**config.mk**
```make
export PLATFORM = sky130hd
export DESIGN_NAME = seven_scan_driver
export DESIGN_NICKNAME = d
export VERILOG_FILES = /design/src/rtl/seven_scan_driver.sv
export SDC_FILE = /design/constraint.sdc
export NUM_CORES = 1
export LEC_CHECK = 0
export ABC_AREA = 1
export ABC_CLOCK_PERIOD_IN_PS = 2000
export BUFFER_PORTS_ARGS = -buffer_cell sky130_fd_sc_hd__buf_2
export CAP_MARGIN = 20
export CORE_ASPECT_RATIO = 1.5
export CORE_UTILIZATION = 45
export DETAILED_ROUTE_END_ITERATION = 8
export PLACE_DENSITY = 0.65
export SLEW_MARGIN = 20
export SYNTH_ARGS = -nofsm -noshare
export SYNTH_HDL_FRONTEND = slang
export SYNTH_SLANG_ARGS = --single-unit
```
**constraint.sdc**
```tcl
create_clock -name clk -period 2 [get_ports clk]
set_input_delay 0.3 -clock clk [delete_from_list [all_inputs] [get_ports clk]]
set_output_delay 0.3 -clock clk [all_outputs]
set_load 0.01 [all_outputs]
```
**src/rtl/seven_scan_driver.sv**
```systemverilog
// Time-multiplexed common-anode seven-segment driver with double-buffered digit data.
// Optional build macro SEVEN_HEX_EN enables A-F glyphs for nibbles 10-15 (blank otherwise).
module seven_scan_driver #(
   parameter int DIGITS   = 4,
   parameter int SCAN_DIV = 1000
) (
   input  logic                  clk,
   input  logic                  rst,
   input  logic                  enable,
   input  logic                  load,
   input  logic [4*DIGITS-1:0]   data_in,
   input  logic [DIGITS-1:0]     dp_in,
   input  logic                  blank_lz,
   output logic [7:0]            seg_out,
   output logic [DIGITS-1:0]     dig_sel,
   output logic                  frame_tick
);

   localparam int IDX_W = (DIGITS > 1) ? $clog2(DIGITS) : 1;
   localparam int PS_W  = $clog2(SCAN_DIV);
   localparam logic [PS_W-1:0]  PS_LAST  = PS_W'(SCAN_DIV - 1);
   localparam logic [IDX_W-1:0] IDX_LAST = IDX_W'(DIGITS - 1);

   logic [PS_W-1:0]      presc_q, presc_d;
   logic [IDX_W-1:0]     idx_q, idx_d;
   logic [4*DIGITS-1:0]  shadow_data_q, shadow_data_d;
   logic [DIGITS-1:0]    shadow_dp_q, shadow_dp_d;
   logic [4*DIGITS-1:0]  active_data_q, active_data_d;
   logic [DIGITS-1:0]    active_dp_q, active_dp_d;
   logic [7:0]           seg_q, seg_d;
   logic [DIGITS-1:0]    dig_q, dig_d;
   logic                 tick_q, tick_d;

   logic                 digit_tc;
   logic                 frame_wrap;
   logic                 zero_run;
   logic [DIGITS-1:0]    lz_blank;
   logic [3:0]           cur_nib;
   logic                 cur_dp;
   logic                 cur_blank;

   // Segment pattern g..a, active-low.
   function automatic logic [6:0] glyph(input logic [3:0] nib);
      logic [6:0] g;
      case (nib)
         4'h0: g = 7'b1000000;
         4'h1: g = 7'b1111001;
         4'h2: g = 7'b0100100;
         4'h3: g = 7'b0110000;
         4'h4: g = 7'b0011001;
         4'h5: g = 7'b0010010;
         4'h6: g = 7'b0000010;
         4'h7: g = 7'b1111000;
         4'h8: g = 7'b0000000;
         4'h9: g = 7'b0010000;
`ifdef SEVEN_HEX_EN
         4'hA: g = 7'b0001000;
         4'hB: g = 7'b0000011;
         4'hC: g = 7'b1000110;
         4'hD: g = 7'b0100001;
         4'hE: g = 7'b0000110;
         4'hF: g = 7'b0001110;
`endif
         default: g = 7'b1111111;
      endcase
      return g;
   endfunction

   always_comb begin
      digit_tc      = 1'b0;
      frame_wrap    = 1'b0;
      presc_d       = presc_q;
      idx_d         = idx_q;
      shadow_data_d = shadow_data_q;
      shadow_dp_d   = shadow_dp_q;
      active_data_d = active_data_q;
      active_dp_d   = active_dp_q;
      tick_d        = 1'b0;
      zero_run      = 1'b1;
      lz_blank      = '0;
      cur_nib       = 4'h0;
      cur_dp        = 1'b0;
      cur_blank     = 1'b0;
      seg_d         = 8'hFF;
      dig_d         = '1;

      if (enable) begin
         digit_tc   = (presc_q == PS_LAST);
         frame_wrap = digit_tc && (idx_q == IDX_LAST);
         presc_d    = digit_tc ? '0 : presc_q + 1'b1;
         if (digit_tc) begin
            idx_d = frame_wrap ? '0 : idx_q + 1'b1;
         end
      end
      tick_d = frame_wrap;

      if (load) begin
         shadow_data_d = data_in;
         shadow_dp_d   = dp_in;
      end
      // A load landing on the frame boundary bypasses the shadow so it is not a frame late.
      if (frame_wrap) begin
         active_data_d = load ? data_in : shadow_data_q;
         active_dp_d   = load ? dp_in   : shadow_dp_q;
      end

      for (int k = DIGITS - 1; k >= 1; k--) begin
         zero_run    = zero_run & (active_data_q[4*k +: 4] == 4'h0);
         lz_blank[k] = blank_lz & zero_run;
      end

      for (int k = 0; k < DIGITS; k++) begin
         if (idx_q == IDX_W'(k)) begin
            cur_nib   = active_data_q[4*k +: 4];
            cur_dp    = active_dp_q[k];
            cur_blank = lz_blank[k];
         end
      end

      if (enable) begin
         seg_d = {~cur_dp, cur_blank ? 7'b1111111 : glyph(cur_nib)};
         for (int k = 0; k < DIGITS; k++) begin
            dig_d[k] = (idx_q != IDX_W'(k));
         end
      end
   end

   always_ff @(posedge clk or posedge rst) begin
      if (rst) begin
         presc_q       <= '0;
         idx_q         <= '0;
         shadow_data_q <= '0;
         shadow_dp_q   <= '0;
         active_data_q <= '0;
         active_dp_q   <= '0;
         seg_q         <= 8'hFF;
         dig_q         <= '1;
         tick_q        <= 1'b0;
      end else begin
         presc_q       <= presc_d;
         idx_q         <= idx_d;
         shadow_data_q <= shadow_data_d;
         shadow_dp_q   <= shadow_dp_d;
         active_data_q <= active_data_d;
         active_dp_q   <= active_dp_d;
         seg_q         <= seg_d;
         dig_q         <= dig_d;
         tick_q        <= tick_d;
      end
   end

   assign seg_out    = seg_q;
   assign dig_sel    = dig_q;
   assign frame_tick = tick_q;

endmodule

```
==> results.cfg <==
[power_and_ir_drop]
p_seq_share_pct = 49.5
pwr-share-clk_pct = 36.2
switchingPower_uw = 874
internal_power_mw = 2.31
p_comb_share_pct = 14.3
ir_worst_vdd_v = 0.000508
swShare_pct = 27.5
powerDensity_nw_per_um2 = 895
cellLeakagePower_nw = 1.89

[job]
maxCapViolations = 0

[hold_path]
worstHoldStart = data_in[4]
whs_path_depth = 3
hold_path.class = in -> reg
hold_end = shadow_data_q[4]

[synth]
syn_area_um2 = 3020
yosys.area.top_type = dfrtp_1
synthSimpleGateAreaFrac_pct = 32.3
synthFlopType = dfrtp_1
synth_seq_cells = 65
syn_inst = 370
synthArstFlopShare_pct = 100
synth_mux_area_share_pct = 0
synth-xor-area-share_pct = 1.16
synth-edff-count = 0
yosysMostFrequentCell = nand2_1
synth_common_cells = nand2_1 (185), dfrtp_1 (53), inv_1 (23)
syn-num-nets = 401
synth_fa_ha_area_share_pct = 2.49
synth_compound_area_share_pct = 3.77
syn_area_per_cell_um2 = 8.16
netlist-cell-type-count = 32
synth_top_family_by_area = simple AND/OR/NAND/NOR gates
seq_area_frac_synth_pct = 54.4
synth_area_leaders = dfrtp_1 (44%), nand2_1 (23%), dfstp_2 (10%)
yosysWarnings = 0
yosysTopAreaCellShare_pct = 43.9

[global_routing]
antenna_found_initial = 0
grt_pass1_vias = 2350
overflow = 0
groute.usage.overall_pct = 20.6
grt_max_degree = 46
grt_pass1_wl_um = 10500

[floorplanning]
start_util_pct = 46.5
die_area_um2 = 7050
die_h_um = 102
design.core.area_um2 = 6490
io-pin-count = 38
die_width_um = 68.9
num_rows = 36

[clock_network]
ctsLongestPathBuffers = 2
cts-buffers-inserted = 9
cts.clk_slew.worst_paths_ns = 0.07
cts_tree = done
htreeDepth = 3
cts.sinks = 65
cts_root_buffer = clkbuf_8
clkLatencyLatePin_ns = 0.35

[worst_setup_path]
crit_slowest_cell = dfrtp_2
path_max_fanout = 8
ff2ff_setup_slack_ns = 0.20
cp_top_family = adder cells
crit_top_cell = nand2_1
cp_num_buf_inv = 3
r2r_start = idx_q[0]
cp.arrival_ns = 2.09
crit_chain = ha_4 -> buf_4 -> a21oi_1 -> nand2_1 -> nand2_1 -> inv_1 -> ha_1 -> inv_1 -> nand2_1 -> nand2_1 -> nand2_1 -> nand2_1
max_stage_delay_ns = 0.47
critPathCaptureType = register
critical_path_class = reg -> reg
rr_endpoint = seg_out[3]
crit_cells = 12
crit_required_ns = 2.29
reg2reg_depth = 12
startpoint_type = register

[sta]
hold_viol = 0
drv_slew = 0
finalCritPeriodShare_pct = 90.1
fin_skew_ns = 0.00835
fmax_ghz = 0.555
relSlewSlack_pct = 61.0
min_period_ns = 1.80
finalSetupViolCount = 0
worstMarginPinSlew_ns = 0.584
fin_hold_ws_ns = 0.175

[finish]
nets = 445
insertedDiodeCount = 0
instances_no_fill = 493
drive_above_1_share_pct = 22.1
multi_input_area_um2 = 1250
fillers = 617
synthToLayoutAreaGrowth_pct = 17.8
regArea_um2 = 1640

[placed_design]
gp_congestion = 0.839
port_buffers = 37
place.detailed.hpwl_um = 4280
place_inst = 477

[drt]
first_pass_iters = 4
post-route-drc-count = 0
route.met3.wl_um = 190
viasPerCell = 4.78
wl_um = 5940
top_layer = met4
wl_met1_um = 2610
drtAntennaViolNets = 0
drt_iter0_drc = 182
dr_wl_met2_um = 2990
dr_total_vias = 2359
post_drt_wl_per_cell_um = 12.0

[outcome]
status = finished clean
-- worst min-delay path, delay by kind of cell --
kind | cells | cell delay [ns]
buffers and inverters | 1 | 0.07
and+or+nand+nor | 2 | 0.11
-- layout make-up --
class                      count  area share (%)
clock buffer                  10            3.59
clock inverter                 4            1.97
inverter                      30            3.17
multi-input combinational    263            35.1
sequential                    65            46.2
tap                           76            2.67
timing repair buffer          45            7.32
-- power groups by stage --
| stage | Sequential, mW | Combinational (mW) | Clock (mW) |
|---|---|---|---|
| CTS | 1.58 | 0.462 | 1.18 |
| finish | 1.57 | 0.456 | 1.15 |
| global placement | 1.59 | 0.440 | 0 |
| detailed placement | 1.60 | 0.454 | 0 |
| global route | 1.59 | 0.549 | 1.22 |
| floorplan | 1.58 | 0.342 | 0 |
-- stage by stage --
| stage | area, um^2 | util [%] | power [mW] | worst slack, ns | TNS [ns] |
|---|---|---|---|---|---|
| final | 3560 | 54.8 | 3.18 | 0.198 | 0 |
| after global routing | 3560 | 54.8 | 3.36 | -0.00754 | -0.00754 |
| after CTS | 3500 | 53.9 | 3.22 | 0.101 | 0 |
| after detailed placement | 3290 | 50.7 | 2.05 | 0.135 | 0 |
| after global placement | 3290 | 50.7 | 2.03 | 0.175 | 0 |
| after floorplan | 3020 | - | 1.92 | 0.0934 | 0 |
-- timing repair --
action | in CTS | in global routing
endpoints found under the hold margin | 19 | 0
hold buffers | 1 | 0
resized for setup | 0 | 11
setup endpoints to repair | 0 | 7
setup buffers | 0 | 1
-- placed cells by master (no fill, tap or decap), types with 2 or more instances in the layout --
cell type | netlist | layout
clkinv_2 | 0 | 2
or2_2 | 2 | 2
xor2_1 | 3 | 3
dfstp_2 | 12 | 12
nor2_1 | 13 | 13
clkbuf_8 | 0 | 9
nand2_1 | 185 | 185
inv_1 | 23 | 20
ha_4 | 0 | 4
dfrtp_1 | 53 | 52
a21oi_1 | 9 | 9
bufinv_16 | 0 | 2
a21oi_2 | 2 | 2
nor3_1 | 8 | 8
buf_2 | 4 | 37
o21ai_0 | 4 | 4
nand3_1 | 13 | 13
buf_4 | 0 | 6
nand4_1 | 7 | 7
ha_1 | 6 | 2
inv_2 | 6 | 9
-- how the worst max path moves through the flow --
stage,startpoint,to,slack [ns]
CTS,idx_q[0],seg_out[3],0.10
global placement,idx_q[0],seg_out[3],0.18
floorplan,rst,active_data_q[0],0.09
global route,idx_q[0],seg_out[3],-0.008
finish,idx_q[0],seg_out[3],0.20
detailed placement,idx_q[0],seg_out[3],0.13
-- state kept, by name, indices dropped and copies added, names as in the netlist --
name and flops:
active_data_q 16, shadow_data_q 16, presc_q 10, seg_out 8, active_dp_q 4, dig_sel 4
shadow_dp_q 4, idx_q 2, frame_tick 1
-- metal layers --
layer,vias up,GRT usage (%)
met1,1067,25.0
met2,44,32.9
met4,0,11.5
met5,-,0
met3,13,4.80
li1,1235,-
-- kinds of logic (layout without fill, tap and decap cells) --
family,after synthesis,count (layout)
simple gates,234,234
buf+inv,42,89
fa+ha+maj,6,6
flops,65,65
compound gates,19,19
xor+xnor,4,4
No activity file was read; power rests on OpenSTA's default activity.
